### src/rtl/dbus_arbiter.sv
// dbus_arbiter: two-master arbiter onto one synchronous data bus, with tie-break by last owner.
// Define DBUS_ARB_BURST_LIMIT_EN to force a handoff after MaxBurst transfers when the other master waits.
module dbus_arbiter #(
    parameter int AddressWidth = 16,
    parameter int DataWidth    = 16,
    parameter int MaxBurst     = 8
) (
    input  logic                    Clock,
    input  logic                    Reset,
    input  logic                    M0Req,
    input  logic [AddressWidth-1:0] M0Address,
    input  logic [DataWidth-1:0]    M0WriteData,
    input  logic                    M0WriteEnable,
    output logic                    M0Grant,
    output logic [DataWidth-1:0]    M0ReadData,
    output logic                    M0ReadValid,
    input  logic                    M1Req,
    input  logic [AddressWidth-1:0] M1Address,
    input  logic [DataWidth-1:0]    M1WriteData,
    input  logic                    M1WriteEnable,
    output logic                    M1Grant,
    output logic [DataWidth-1:0]    M1ReadData,
    output logic                    M1ReadValid,
    output logic [AddressWidth-1:0] SAddress,
    output logic [DataWidth-1:0]    SWriteData,
    output logic                    SWriteEnable,
    input  logic [DataWidth-1:0]    SReadData
);
    localparam logic [1:0] IDLE = 2'd0;
    localparam logic [1:0] OWN0 = 2'd1;
    localparam logic [1:0] OWN1 = 2'd2;

    if (MaxBurst < 2 || MaxBurst > 255) begin : g_bad_burst
        $error("MaxBurst must be in 2..255");
    end

    logic [1:0] state_q, state_d;
    logic       last_q, last_d;
    logic       rv0_q, rv1_q;
    logic       own0, own1, limit;

    assign own0 = state_q == OWN0;
    assign own1 = state_q == OWN1;
    assign M0Grant = own0;
    assign M1Grant = own1;

    assign SAddress     = own0 ? M0Address : own1 ? M1Address : '0;
    assign SWriteData   = own0 ? M0WriteData : own1 ? M1WriteData : '0;
    assign SWriteEnable = (own0 & M0Req & M0WriteEnable) | (own1 & M1Req & M1WriteEnable);

    assign M0ReadValid = rv0_q;
    assign M1ReadValid = rv1_q;
    assign M0ReadData  = rv0_q ? SReadData : '0;
    assign M1ReadData  = rv1_q ? SReadData : '0;

    // Unreachable encoding 3 falls into the IDLE decision so it recovers in one cycle.
    always_comb begin
        state_d = own0 ? (!M0Req ? (M1Req ? OWN1 : IDLE) : (M1Req && limit) ? OWN1 : OWN0) :
                  own1 ? (!M1Req ? (M0Req ? OWN0 : IDLE) : (M0Req && limit) ? OWN0 : OWN1) :
                  (M0Req && (!M1Req || last_q)) ? OWN0 : M1Req ? OWN1 : IDLE;
        last_d  = (state_d == OWN0) ? 1'b0 : (state_d == OWN1) ? 1'b1 : last_q;
    end

`ifdef DBUS_ARB_BURST_LIMIT_EN
    logic [7:0] cnt_q, cnt_d;
    logic       xfer;

    assign xfer  = (own0 & M0Req) | (own1 & M1Req);
    assign limit = cnt_q == 8'(MaxBurst - 1);

    always_comb begin
        cnt_d = (state_d != state_q) ? 8'd0 : (xfer && !limit) ? cnt_q + 8'd1 : cnt_q;
    end

    always_ff @(posedge Clock) begin
        cnt_q <= Reset ? 8'd0 : cnt_d;
    end
`else
    assign limit = 1'b0;
`endif

    always_ff @(posedge Clock) begin
        if (Reset) begin
            state_q <= IDLE;
            last_q  <= 1'b1;
            rv0_q   <= 1'b0;
            rv1_q   <= 1'b0;
        end else begin
            state_q <= state_d;
            last_q  <= last_d;
            rv0_q   <= own0 & M0Req & ~M0WriteEnable;
            rv1_q   <= own1 & M1Req & ~M1WriteEnable;
        end
    end
endmodule

### config.mk
export PLATFORM = sky130hd
export DESIGN_NAME = dbus_arbiter
export DESIGN_NICKNAME = d
export VERILOG_FILES = /design/src/rtl/dbus_arbiter.sv
export SDC_FILE = /design/constraint.sdc
export NUM_CORES = 1
export LEC_CHECK = 0
export CORE_ASPECT_RATIO = 0.6
export CORE_MARGIN = 2
export CORE_UTILIZATION = 19
export CTS_CLUSTER_DIAMETER = 100
export CTS_CLUSTER_SIZE = 14
export DETAILED_ROUTE_END_ITERATION = 6
export GPL_TIMING_DRIVEN = 0
export MAX_ROUTING_LAYER = met4
export PLACE_DENSITY = 0.94
export SYNTH_ARGS = -nofsm -noshare
export SYNTH_HDL_FRONTEND = slang
export SYNTH_SLANG_ARGS = --single-unit
### constraint.sdc
create_clock -name Clock -period 1.5 [get_ports Clock]
set_input_delay 0.3 -clock Clock [delete_from_list [all_inputs] [get_ports Clock]]
set_output_delay 0.3 -clock Clock [all_outputs]
set_load 0.005 [all_outputs]
After elaboration in Yosys (flattened, before gate mapping)
Index checks and enable logic that the tools add are counted.
- bits of input ports: 86
- bits in registers: 5
- logic and storage cells: 36
- reductions and logical operators: 4
- bitwise gates (word level): 9
- equal/unequal tests: 4
- mux-type cells: 15
- operators with widths (cell ; count):
    16-bit 2-to-1 mux ; 6
    2-bit 2-to-1 mux ; 6
    1-bit AND ; 6
    2-bit by 1-bit == test with 1-bit output (second input constant) ; 2
    2-bit == test (second input constant) ; 2
    1-bit 2-to-1 mux ; 3
    1-bit inverter ; 2
    2-bit nonzero test ; 1
    1-bit logical AND ; 1
    1-bit zero test ; 1
    1-bit logical OR ; 1
    1-bit OR ; 1

Logic depth before layout (Yosys ltp)
Gate-level depths: netlist (run 1).
- depth after elaboration: 9
- depth in mapped cells: 5

Worst setup path before layout (run 1)
No wires, ideal clock.
- kind: register to output
- start: register state_q[1]
- end: output SWriteData[10]
- cell stages (with the launch flop): 5
- slack: 0.277 ns
- arrival: 0.923 ns
- cells stage by stage: dfxtp_1 > nand2b_4 > inv_4 > buf_6 > a22o_1
- elaborated cells between the ends (all ways): 4
- RTL lines (item ; line ; source):
    start: declaration ; 37 ; logic [1:0] state_q, state_d;
    start signal: assignment ; 89 ; state_q <= state_d;
    2-bit by 1-bit == test with 1-bit output ; 42 ; assign own0 = state_q == OWN0;
    via M0Grant ; 14 ; output logic M0Grant,
    16-bit 2-to-1 mux ; 48 ; assign SWriteData = own0 ? M0WriteData : own1 ? M1WriteData : '0;
    end: declaration ; 25 ; output logic [DataWidth-1:0] SWriteData,
The timed path passes the listed nets, and every way through them passes these cells.

Worst setup path in the final report (run 1)
- start: register state_q[1]
- end: output SWriteData[15]
- longest elaborated chain between the ends: 3
- elaborated cells between the ends (all ways): 4
- RTL lines (item ; line ; source):
    2-bit == test ; 43 ; assign own1 = state_q == OWN1;
    16-bit 2-to-1 mux ; 48 ;
    16-bit 2-to-1 mux (*) ; 48 ;
Mark *: on every way between the ends. The rest lies on a longest branch, timed or not.

==> impl_metrics.env, run 1 <==
export IMPL_status="finished with violations"
export IMPL_violations="negative setup slack"
export IMPL_final_antenna_net_count=0
export IMPL_syn_inst=94
export IMPL_reg2reg_depth=6
export IMPL_grt_antenna_before_repair=0
export IMPL_cts_root_buf="clkbuf_8"
export IMPL_final_common_cell="clkdlybuf4s50_1"
export IMPL_tns_ns=-4.28
export IMPL_synth_xor_xnor_area_share_pct=0
export IMPL_layout_setup_ws_ns=-0.151
export IMPL_drt_iter0_markers=41
export IMPL_crit_arrival_ns=1.35
export IMPL_hold_viol_final=0
export IMPL_routed_wl_mm=5.30
export IMPL_critPathRequiredTime_ns=1.20
export IMPL_clock_sinks=5
export IMPL_rows=17
export IMPL_max_slew_margin_pct=86.0
export IMPL_hold_path_endpoint="state_q[0]"
export IMPL_syn_mean_instance_area_sq_um=8.07
export IMPL_vias_per_cell=4.57
export IMPL_synthesis_nets=180
export IMPL_grt_max_degree=11
export IMPL_yosys_area_share_simple_pct=36.1
export IMPL_grt_pass1_vias=1502
export IMPL_ios=155
export IMPL_synthMuxAreaShare_pct=0
export IMPL_synth_compound_area_share_pct=41.6
export IMPL_gp_congestion=0.769
export IMPL_fmax_mhz=606
export IMPL_cts_path_max_buffers=2
export IMPL_seq_area_frac_synth_pct=13.2
export IMPL_crit_type="reg2out"
export IMPL_die_h_um=52.9
export IMPL_startpoint_type="flop"
export IMPL_power_density_nw_per_um2=407
export IMPL_postCtsHoldBufs=0
export IMPL_yosys_top_cells_area="a22o_1 (37%), and2_1 (26%), dfxtp_1 (13%)"
export IMPL_yosysUniqueCellTypes=20
export IMPL_cp_end_kind="primary output"
export IMPL_reg2reg_to="last_q"
export IMPL_dp_hpwl_mm=3.97
export IMPL_grt_overflow_total=0
export IMPL_wire_per_inst_um=16.4
export IMPL_critPathMaxFanout=6
export IMPL_holdPathStages=2
export IMPL_fin_crit_sh_pct=110
export IMPL_syn_area_sq_um=758
export IMPL_diodes=0
export IMPL_regToRegSetupSlack_ns=0.24
export IMPL_p_leak_nw=1.29
export IMPL_finalInstanceArea_sq_um=2510
export IMPL_tightest_slew_ns=0.210
export IMPL_port_buffers=154
export IMPL_clk_pin_slew_ns=0.04
export IMPL_drc=0
export IMPL_rsz0062_at_grt="true"
export IMPL_synth_top_cell_area_share_pct=37.0
export IMPL_area_growth_synth_to_final_pct=231
export IMPL_drv_cap=0
export IMPL_slew_violations=0
export IMPL_numPlacedInstances=295
export IMPL_core_area_sq_um=3740
export IMPL_period_minus_slack_ns=1.65
export IMPL_cts_htree_levels=1
export IMPL_yosysWarnings=0
export IMPL_grtUsageTotal_pct=21.8
export IMPL_cts_buffers=3
export IMPL_synth_top_cell_by_area="a22o_1"
export IMPL_hold_class="reg2reg"
export IMPL_drive_gt1_share_pct=31.4
export IMPL_dieArea_sq_um=4530
export IMPL_synth_adder_area_share_pct=0
export IMPL_synth_top_family_by_area="compound AO/OA/AOI/OAI gates"
export IMPL_start_util_pct=20.3
export IMPL_final_nets=364
export IMPL_mostFrequentLayoutCells="clkdlybuf4s50_1 (87), buf_2 (35), and2_1 (32), a22o_1 (32), dlygate4sd2_1 (26)"
export IMPL_min_delay_start="last_q"
export IMPL_vias=1481
export IMPL_cts_tree="yes"
export IMPL_synth_seq_cells=5
export IMPL_worst_skew_pair_late_latency_ns=0.22
export IMPL_chipWidth_um=85.6
export IMPL_finalNonFillerCells=324
export IMPL_crit_path_start="state_q[1]"
export IMPL_drtPass1Iterations=4
export IMPL_placed_area_sq_um=2360
export IMPL_peakVddDrop_v=0.000233
export IMPL_final_setup_viol_count=33
export IMPL_final_core_util_pct=67.0
export IMPL_hold_ws_ns=0.508
export IMPL_fin_skew_ns=0.00191
export IMPL_worstReg2RegStart="state_q[1]"
export IMPL_grt_first_pass_wirelength_mm=7.38
[cells in the mapped netlist (all sizes together)]
cell type,number
and2,32
a31oi,1
nor3,2
o21ba,1
buf,6
nand2b,4
a311o,1
clkbuf,2
inv,2
a22o,32
nor2,1
nand3,2
nand2,2
o2bb2ai,1
dfxtp,5
[how the worst max path moves through the flow]
stage,end,slack (ns),cells after the start
final,SWriteData[15],-0.15,7
after global routing,SAddress[9],-0.20,7
after CTS,SWriteData[10],-0.20,7
after global placement,SWriteEnable,-0.31,4
after detailed placement,SWriteEnable,-0.34,4
after floorplan,SWriteData[10],0.28,4
[stage by stage]
| step | power [mW] | worst slack, ns |
|---|---|---|
| after global routing | 1.08 | -0.198 |
| after global placement | 0.709 | -0.312 |
| after floorplan | 0.303 | 0.277 |
| final | 1.02 | -0.151 |
| after CTS | 0.979 | -0.204 |
| after detailed placement | 0.720 | -0.342 |
[sequential cells by signal, summed over array words and instances, names as in the netlist]
name / count
state_q: 2
last_q: 1
M1ReadValid: 1
M0ReadValid: 1
[metal layers]
layer / global-route usage (%) / routed length, um / up-vias
met3: 4.68 / 311 / 9
met5: - / 0 / -
li1: - / - / 721
met4: 6.08 / 55 / 0
met1: 24.7 / 2040 / 686
met2: 39.8 / 2890 / 65
[worst max-delay path: stages (launching register included)]
cell      delay [ns]
dfxtp_2         0.31
buf_6           0.11
nand2b_4        0.09
inv_8           0.06
buf_6           0.12
buf_6           0.10
a22o_1          0.20
buf_2           0.13
[area by class of cell]
class                           count  area, sq um
Timing Repair Buffer              179         1580
Multi-Input combinational cell     79          589
Sequential cell                     5          110
Buffer                              8          103
Clock buffer                        4         45.0
Inverter                            2         20.0
Fill cell                         314         1240
Tap cell                           47         58.8
[power breakdown]
group          internal [mW]  leakage, nW  switching, mW
clock                  0.183       0.0228         0.0682
combinational          0.424         1.23          0.201
sequential             0.139       0.0433        0.00586
total                  0.745         1.29          0.275
[what timing repair did]
item                                   4_1_cts  5_1_grt
setup endpoints to repair                   67       38
cloned                                       4        1
setup buffers                               18        3
gates resized for setup                    213       17
pin swaps                                    9       13
endpoints found under the hold margin        0        0
[kinds of logic (layout without fill, tap and decap cells)]
family,count (synthesis),after routing
flip-flops,5,5
AO/OA/AOI/OAI,36,36
AND/OR/NAND/NOR,43,43
buffers and inverters,10,193
Power figures use the tool's default switching activity.
==> run 2, diff against run 1 <==
==> constraint.sdc (replaced) <==
create_clock -name Clock -period 1.65 [get_ports Clock]
set_input_delay 0.33 -clock Clock [delete_from_list [all_inputs] [get_ports Clock]]
set_output_delay 0.33 -clock Clock [all_outputs]
set_load 0.005 [all_outputs]
==> run 2 against run 1 <==
Compared with the run above: the run still ends with negative setup slack left; combinational power fell by 14%; power fell by 13%; sequential power fell by 7%; count of clock-buffer cells in the layout did not move; final cell count fell by 2.5%; global-route usage rose by 0.24 points; die area did not move; via count fell by 0.47%; utilization fell by 2.2 points; design area fell by 3.3%; largest power group unchanged; highest routed layer unchanged.
==> impl_metrics.env, run 2 (synthesized netlist as in run 1, its figures left out) <==
export IMPL_worst_skew_pair_late_latency_ns=0.22
export IMPL_finalNonFillerCells=316
export IMPL_area_growth_synth_to_final_pct=220
export IMPL_peakVddDrop_v=0.000227
export IMPL_period_minus_slack_ns=1.68
export IMPL_drive_gt1_share_pct=26.0
export IMPL_cp_end_kind="primary output"
export IMPL_critPathMaxFanout=6
export IMPL_final_setup_viol_count=7
export IMPL_crit_arrival_ns=1.35
export IMPL_largest_reg_flops=2
export IMPL_startpoint_type="flop"
export IMPL_vias_per_cell=4.66
export IMPL_hold_viol_final=0
export IMPL_layout_setup_ws_ns=-0.0347
export IMPL_place_ws_ns=-0.252
export IMPL_tightest_slew_ns=0.213
export IMPL_drc=0
export IMPL_routed_wl_mm=5.24
export IMPL_mostFrequentLayoutCells="clkdlybuf4s50_1 (87), dlygate4sd2_1 (34), and2_1 (32), a22o_1 (32)"
export IMPL_crit_type="reg2out"
export IMPL_hold_class="reg2reg"
export IMPL_fmax_mhz=594
export IMPL_drtPass1Iterations=4
export IMPL_grt_overflow_total=0
export IMPL_cts_buffers=3
export IMPL_port_buffers=154
export IMPL_postCtsHoldBufs=0
export IMPL_max_stage_delay_ns=0.32
export IMPL_path_cells="nand2b_4, inv_6, buf_6, buf_6, a22o_1, buf_2"
export IMPL_core_area_sq_um=3740
export IMPL_grt_antenna_before_repair=0
export IMPL_clk_pin_slew_ns=0.03
export IMPL_hold_ws_ns=0.507
export IMPL_fin_skew_ns=0.00153
export IMPL_start_util_pct=20.3
export IMPL_drt_iter0_markers=54
export IMPL_final_antenna_net_count=0
export IMPL_drv_cap=0
export IMPL_status="finished with violations"
export IMPL_diodes=0
export IMPL_gp_congestion=0.769
export IMPL_rows=17
export IMPL_dp_hpwl_mm=3.97
export IMPL_max_slew_margin_pct=85.8
export IMPL_critPathRequiredTime_ns=1.32
export IMPL_die_h_um=52.9
export IMPL_fin_crit_sh_pct=102
export IMPL_crit_top_cell="buf_6"
export IMPL_wire_per_inst_um=16.6
export IMPL_final_common_cell="clkdlybuf4s50_1"
export IMPL_fill_cells=336
export IMPL_grtUsageTotal_pct=22.1
export IMPL_chipWidth_um=85.6
export IMPL_crit_path_top_delay_cell="dfxtp_2"
export IMPL_cts_root_buf="clkbuf_8"
export IMPL_worstReg2RegStart="state_q[1]"
export IMPL_ios=155
export IMPL_numPlacedInstances=295
export IMPL_finalPower_uw=892
export IMPL_final_core_util_pct=64.8
export IMPL_slew_violations=0
export IMPL_cts_path_max_buffers=2
export IMPL_p_leak_nw=1.25
export IMPL_final_nets=356
export IMPL_grt_pass1_vias=1509
export IMPL_min_delay_start="last_q"
export IMPL_regMostFlops="state_q"
export IMPL_cts_htree_levels=1
export IMPL_grt_first_pass_wirelength_mm=7.41
export IMPL_violations="negative setup slack"
export IMPL_grt_max_degree=11
export IMPL_power_density_nw_per_um2=368
export IMPL_vias=1474
export IMPL_cts_tree="yes"
export IMPL_dieArea_sq_um=4530
export IMPL_crit_path_start="state_q[1]"
export IMPL_rsz0062_at_grt="true"
export IMPL_clock_sinks=5
[run 2: cell count changes in the layout (fill, tap and decap cells not counted)]
cell / before / now
buf_8: 4 / 1
dfxtp_2: 2 / 4
buf_4: 9 / 6
dfxtp_4: 2 / 0
clkbuf_2: 6 / 16
clkbuf_16: 1 / 0
buf_2: 35 / 16
clkdlybuf4s15_1: 0 / 1
dlygate4sd2_1: 26 / 34
buf_12: 1 / 0
[run 2: timing repair]
item	in CTS	in global routing
pin swaps	4	9
gates resized for setup	164	23
endpoints found under the setup margin	67	31
cloned	5	0
setup buffers	11	3
[run 2: layout make-up]
class,count,area [sq um],area share (%)
clock buffers,4,45.0,1.86
multi-input cells,79,589,24.3
flip-flops and latches,5,105,4.33
repair buffers,171,1510,62.2
inverters,2,20.0,0.826
plain buffers,8,98.8,4.08
well taps,47,58.8,2.43
[run 2: where the power goes]
part / internal (mW) / total [mW] / switching, mW
combinational: 0.359 / 0.536 / 0.177
clock: 0.166 / 0.222 / 0.0564
sequential: 0.129 / 0.134 / 0.00523
total: 0.653 / 0.892 / 0.239
[run 2: through the flow]
stage	setup TNS, ns	instance area (sq um)
floorplan	0	758
detailed placement	-7.72	2360
finish	-0.0907	2420
global placement	-6.85	2360
global route	-0.557	2420
CTS	-0.324	2500
[run 2: metal layers]
layer | share of wire (%) | vias up | track usage [%]
li1 | - | 706 | -
met1 | 37 | 691 | 24.0
met5 | 0 | - | -
met2 | 55 | 69 | 41.7
met3 | 7.0 | 8 | 4.68
met4 | 1.4 | 0 | 6.35
[run 2: final timing paths]
| path | end | slack (ns) | cells after the start |
|---|---|---|---|
| min reg2reg | state_q[0] | 0.51 | 2 |
| max reg2reg | last_q | 0.41 | 6 |
| max | SWriteData[10] | -0.03 | 6 |
| min | state_q[0] | 0.51 | 2 |
[run 2: worst max-delay path, delay by kind of cell, from the launching register on]
family	cells	cell delay (ns)
AOI/OAI and AO/OA	1	0.23
buffers and inverters	4	0.42
DFF	1	0.32
and+or+nand+nor	1	0.15
==> patch 1, RTL diff (flow settings as in run 2) <==
Build with the macro `DBUS_ARB_BURST_LIMIT_EN` defined.
--- a/src/rtl/dbus_arbiter.sv
+++ b/src/rtl/dbus_arbiter.sv
@@ -1,5 +1,7 @@
 // dbus_arbiter: two-master arbiter onto one synchronous data bus, with tie-break by last owner.
 // Define DBUS_ARB_BURST_LIMIT_EN to force a handoff after MaxBurst transfers when the other master waits.
+`define DBUS_ARB_BURST_LIMIT_EN
+
 module dbus_arbiter #(
     parameter int AddressWidth = 16,
     parameter int DataWidth    = 16,
Behaviour: not the same (a bounded check fails within 10 cycles, from zero or initial values and one cycle with Reset high).
==> patch 1 against run 2 <==
Setup slack worse by 210 ps. Combinational power up 24%. The run still ends with negative setup slack left. Sequential cell count rose by 8. Final area grew 46%. Wire length grew 46%. Clock power is 110% higher. Worst hold slack improved by 9.1 ps. Critical endpoint is now last_q. Total power is 63% higher. Synthesized area grew 80%. Via count up 40%.
==> patch 1: results (changes against run 2) <==
| Metric | Value |
|---|---|
| Status | `finished with violations` |
| Worst rel slew slack | `40.5% (-45 points)` |
| Synth top area cells | `a22o_1, dfxtp_1, and2_1, xnor2_1, nor3_1` |
| GRT Overall Usage | `18.1% (-4.0 points)` |
| Placed insts | `399 (+35%)` |
| Setup violations, final | `41 (+34)` |
| Root Buffer | `clkbuf_16` |
| Metal3 WL | `448 microns (+21%)` |
| Failing checks | `negative setup slack` |
| Critical path's slowest cell | `dfxtp_4` |
| CP peak stage delay | `360 ps (+40 ps)` |
| Via count | `2068 (+40%)` |
| Setup TNS | `-4930 ps (-4840 ps)` |
| Clock Skew | `2.75 ps (+1.22 ps)` |
| Family with the most delay on the worst path | `adder cells` |
| WL met2 | `3860 microns (+35%)` |
| PortBufs | `153 (-0.65%)` |
| Starting DRT DRC Count | `87 (+61%)` |
| GP Congestion | `0.859 (+12%)` |
| M1 WL | `3290 microns (+70%)` |
| Vias in the first global route | `2024 (+34%)` |
| HP Class | `input pin to flip-flop` |
| VDD IR max | `302 uV (+33%)` |
| Non-Filler Instances | `436 (+38%)` |
| Fraction of layout cells with a size suffix above 1 | `33.8% (+7.8 points)` |
| Leak Pwr | `1.65 nW (+32%)` |
| Worst setup margin | `-240 ps (-205 ps)` |
| DP Wirelength | `5710 microns (+44%)` |
| Unique cell type count in the Yosys netlist | `38 (+90%)` |
| Post-synthesis sequential area ratio | `19.1% (+5.9 points)` |
| CTS clock-pin slew for the worst setup and hold paths | `50 ps (+20 ps)` |
| Routed WL | `7640 microns (+46%)` |
| CP Max Fanout | `4 (-2)` |
| Syn Area/Cell | `8.59 sq um (+6.4%)` |
| Synthesized netlist net count | `247 (+37%)` |
| Worst skew pair latency | `250 ps (+30 ps)` |
| Global-route wire length before repair | `11100 microns (+50%)` |
| Crit path DAT | `2020 ps (+670 ps)` |
| Synth cell count leaders | `a22o_1, and2_1, dfxtp_1, nor3_1, clkbuf_1` |
-- patch 1: final timing paths --
check                               from    endpoint  slack [ps]  cells past startpoint
worst min-delay path               M1Req  state_q[0]         520                      2
worst min register to register  cnt_q[1]    cnt_q[1]         560                      2
worst max register to register  cnt_q[0]      last_q        -240                      8
worst max-delay path            cnt_q[0]      last_q        -240                      8
-- patch 1: timing repair --
item	CTS	global route
endpoints found under the setup margin	76	46
setup buffers	24	12
gates cloned	1	0
resized for setup	218	41
endpoints found under the hold margin	0	0
pin swaps	28	25
-- patch 1: area by class of cell --
type                       count  area [sq um]
timing repair buffer         190          1700
multi-input combinational    129          1190
clock buffer                   4          78.8
tap                           87           109
fill                         634          3290
inverter                       4          15.0
sequential                    13           284
buffer                         9           155
-- patch 1: per-stage QoR --
| step | instance area [sq um] | utilization, % | setup slack (ps) | hold WS (ps) |
|---|---|---|---|---|
| 2_1_floorplan | 1390 | - | -176 | 402 |
| 3_3_place_gp | 3030 | 44.4 | -627 | 538 |
| 3_5_place_dp | 3030 | 44.4 | -656 | 554 |
| 4_1_cts | 3280 | 48.0 | -293 | 460 |
| 5_1_grt | 3530 | 51.7 | -312 | 542 |
| 6_report | 3530 | 51.7 | -240 | 516 |
-- patch 1: worst reg2reg max path, delay by kind of cell, from the launching register on --
kind | cells | cell delay (ps)
adders and majority gates | 2 | 430
and+or+nand+nor | 3 | 370
DFF | 1 | 360
AOI/OAI and AO/OA | 1 | 250
buffers and inverters | 1 | 180
muxes | 1 | 170
-- patch 1: kinds of logic after synthesis --
group,count (synthesis),share of synthesized area [%]
compound gates,50,31.9
xor+xnor,6,3.85
fa+ha+maj,2,1.83
buf+inv,17,6.97
flops,13,19.1
mux,3,2.20
simple gates,68,34.2
-- patch 1: power breakdown --
part	internal, W	switching, W	total (W)
logic	0.000420	0.000243	0.000663
registers	0.000316	0.00000973	0.000326
clock network	0.000326	0.000140	0.000466
total	0.00106	0.000393	0.00145
-- patch 1: metal layers --
layer / vias to the layer above / global-route usage (%)
met1: 985 / 22.3
met4: 0 / 2.17
met3: 7 / 2.88
met5: - / -
li1: 976 / -
met2: 100 / 32.1
==> patch 2, RTL diff (config.mk and constraints of run 2) <==
Made on the original files. Change the parameter `AddressWidth` from 16 to 17.
--- a/src/rtl/dbus_arbiter.sv
+++ b/src/rtl/dbus_arbiter.sv
@@ -1,7 +1,7 @@
 // dbus_arbiter: two-master arbiter onto one synchronous data bus, with tie-break by last owner.
 // Define DBUS_ARB_BURST_LIMIT_EN to force a handoff after MaxBurst transfers when the other master waits.
 module dbus_arbiter #(
-    parameter int AddressWidth = 16,
+    parameter int AddressWidth = 17,
     parameter int DataWidth    = 16,
     parameter int MaxBurst     = 8
 ) (
Interface: changed (resized M0Address, M1Address and SAddress); port bits go from 155 to 158. No check against the original RTL was run, so the function may have changed too.
==> patch 2 against run 2 <==
The run still ends with negative setup slack left. Setup slack improved by 21 ps. Wire length is 1.3% lower. Die area is 1.7% higher. Final cell count is 0.32% higher. Sequential power about the same. Combinational power is essentially flat. Final area grew 1.5%. Worst hold slack gained 10 ps. Sequential cell count stayed put. First-iteration DRC count down 19%. Total power up 0.27%. Synthesized area increased by 1.8%. Register-to-register slack better by 40 ps. Maximum frequency rose by 1.2%.
==> patch 2: results (changes against run 2) <==
| Metric | Value |
|---|---|
| Compound-Gate Fraction of Synth Area | `42.0% (+0.39 points)` |
| Starting DRT DRC Count | `44 (-19%)` |
| Crit path DAT | `1330 ps (-20 ps)` |
| Vias in the first global route | `1349 (-11%)` |
| Fraction of layout cells with a size suffix above 1 | `24.8% (-1.2 points)` |
| R2R setup slack | `450 ps (+40 ps)` |
| Hold Slack | `518 ps (+10.2 ps)` |
| Placed insts | `299 (+1.4%)` |
| Setup violations, final | `1 (-6)` |
| Synth cell count leaders | `a22o_1, and2_1, dfxtp_1, buf_4, buf_6` |
| Nets@finish | `359 (+0.84%)` |
| Avg WL per Cell | `16.3 microns (-1.6%)` |
| Worst setup margin | `-13.9 ps (+20.7 ps)` |
| Failing checks | `negative setup slack` |
| Status | `finished with violations` |
| Global-route wire length before repair | `7020 microns (-5.3%)` |
| Slew @ Worst Pin | `187 ps (-25.4 ps)` |
| Worst r2r src | `state_q[0]` |
| Fill cell count | `339 (+0.89%)` |
| Placed inst area | `2400 sq um (+1.9%)` |
| Post-synthesis sequential area ratio | `13.0% (-0.24 points)` |
| Root Buffer | `clkbuf_8` |
| VDD IR max | `232 uV (+2.1%)` |
| Final min period | `1660 ps (-20.7 ps)` |
| Routed WL | `5170 microns (-1.3%)` |
| Synthesized netlist net count | `183 (+1.7%)` |
| PortBufs | `157 (+1.9%)` |
| Layout area overhead | `219%` |
| Ys Warns | `0 (unchanged)` |
| Unique cell type count in the Yosys netlist | `19 (-5.0%)` |
| Syn Area/Cell | `8.13 sq um (+0.74%)` |
| Vias per cell | `4.50 (-3.5%)` |
| Leak Pwr | `1.26 nW (+1.2%)` |
| CP Max Fanout | `9 (+3)` |
| GRT Overall Usage | `20.4% (-1.7 points)` |
| Worst reg2reg path depth | `5 (-1)` |
| Clock Skew | `0.0519 ps (-1.48 ps)` |
[patch 2: report_power, final]
part	leakage [nW]	switching, W	internal [W]
Sequential	0.0427	0.00000513	0.000129
Clock	0.0228	0.0000587	0.000166
Combinational	1.20	0.000173	0.000363
[patch 2: through the flow]
| stage | total power [W] | setup slack (ps) | TNS (ps) |
|---|---|---|---|
| 2_1_floorplan | 0.000281 | 394 | 0 |
| 3_3_place_gp | 0.000658 | -204 | -6250 |
| 3_5_place_dp | 0.000668 | -208 | -7680 |
| 4_1_cts | 0.000894 | -84.3 | -402 |
| 5_1_grt | 0.000942 | -54.1 | -561 |
| 6_report | 0.000894 | -13.9 | -13.9 |
[patch 2: timing repair]
| item | 4_1_cts | 5_1_grt |
|---|---|---|
| pin swaps | 9 | 17 |
| cloned | 4 | 0 |
| setup buffers | 10 | 1 |
| endpoints found under the setup margin | 68 | 34 |
| gates resized for setup | 187 | 8 |
[patch 2: worst max-delay path, cell delays in order, from the launching register on]
cell and delay, ps:
dfxtp_2 320, buf_6 110, nand2b_4 80, inv_6 50, buf_6 140, buf_4 130
a22o_1 170, buf_2 120
[patch 2: cells by family (layout without fill, tap and decap cells)]
kind of cell,after synthesis,count (layout)
AND/OR/NAND/NOR,43,43
AO/OA/AOI/OAI,37,37
buffers and inverters,10,185
flip-flops,5,5
[patch 2: layout make-up]
class                           instances  share of cell area [%]
Timing Repair Buffer                  170                    61.8
Timing Repair inverter                  1                   0.254
Inverter                                2                   0.813
Multi-Input combinational cell         80                    24.5
Tap cell                               47                    2.39
Buffer                                  8                    4.17
Sequential cell                         5                    4.27
Clock buffer                            4                    1.83
[patch 2: routing by layer]
metal	track usage, %	wire (microns)
met5	-	0
met4	5.73	77
met3	4.21	276
met2	36.8	2820
met1	23.5	2000
[patch 2: worst max-delay path by stage]
stage	from	endpoint	cells past startpoint
floorplan	state_q[1]	SWriteData[10]	4
detailed placement	M1Req	SWriteEnable	4
global placement	M1Req	SWriteEnable	4
CTS	state_q[0]	SWriteEnable	8
global route	state_q[1]	SAddress[5]	7
finish	state_q[1]	SAddress[5]	7
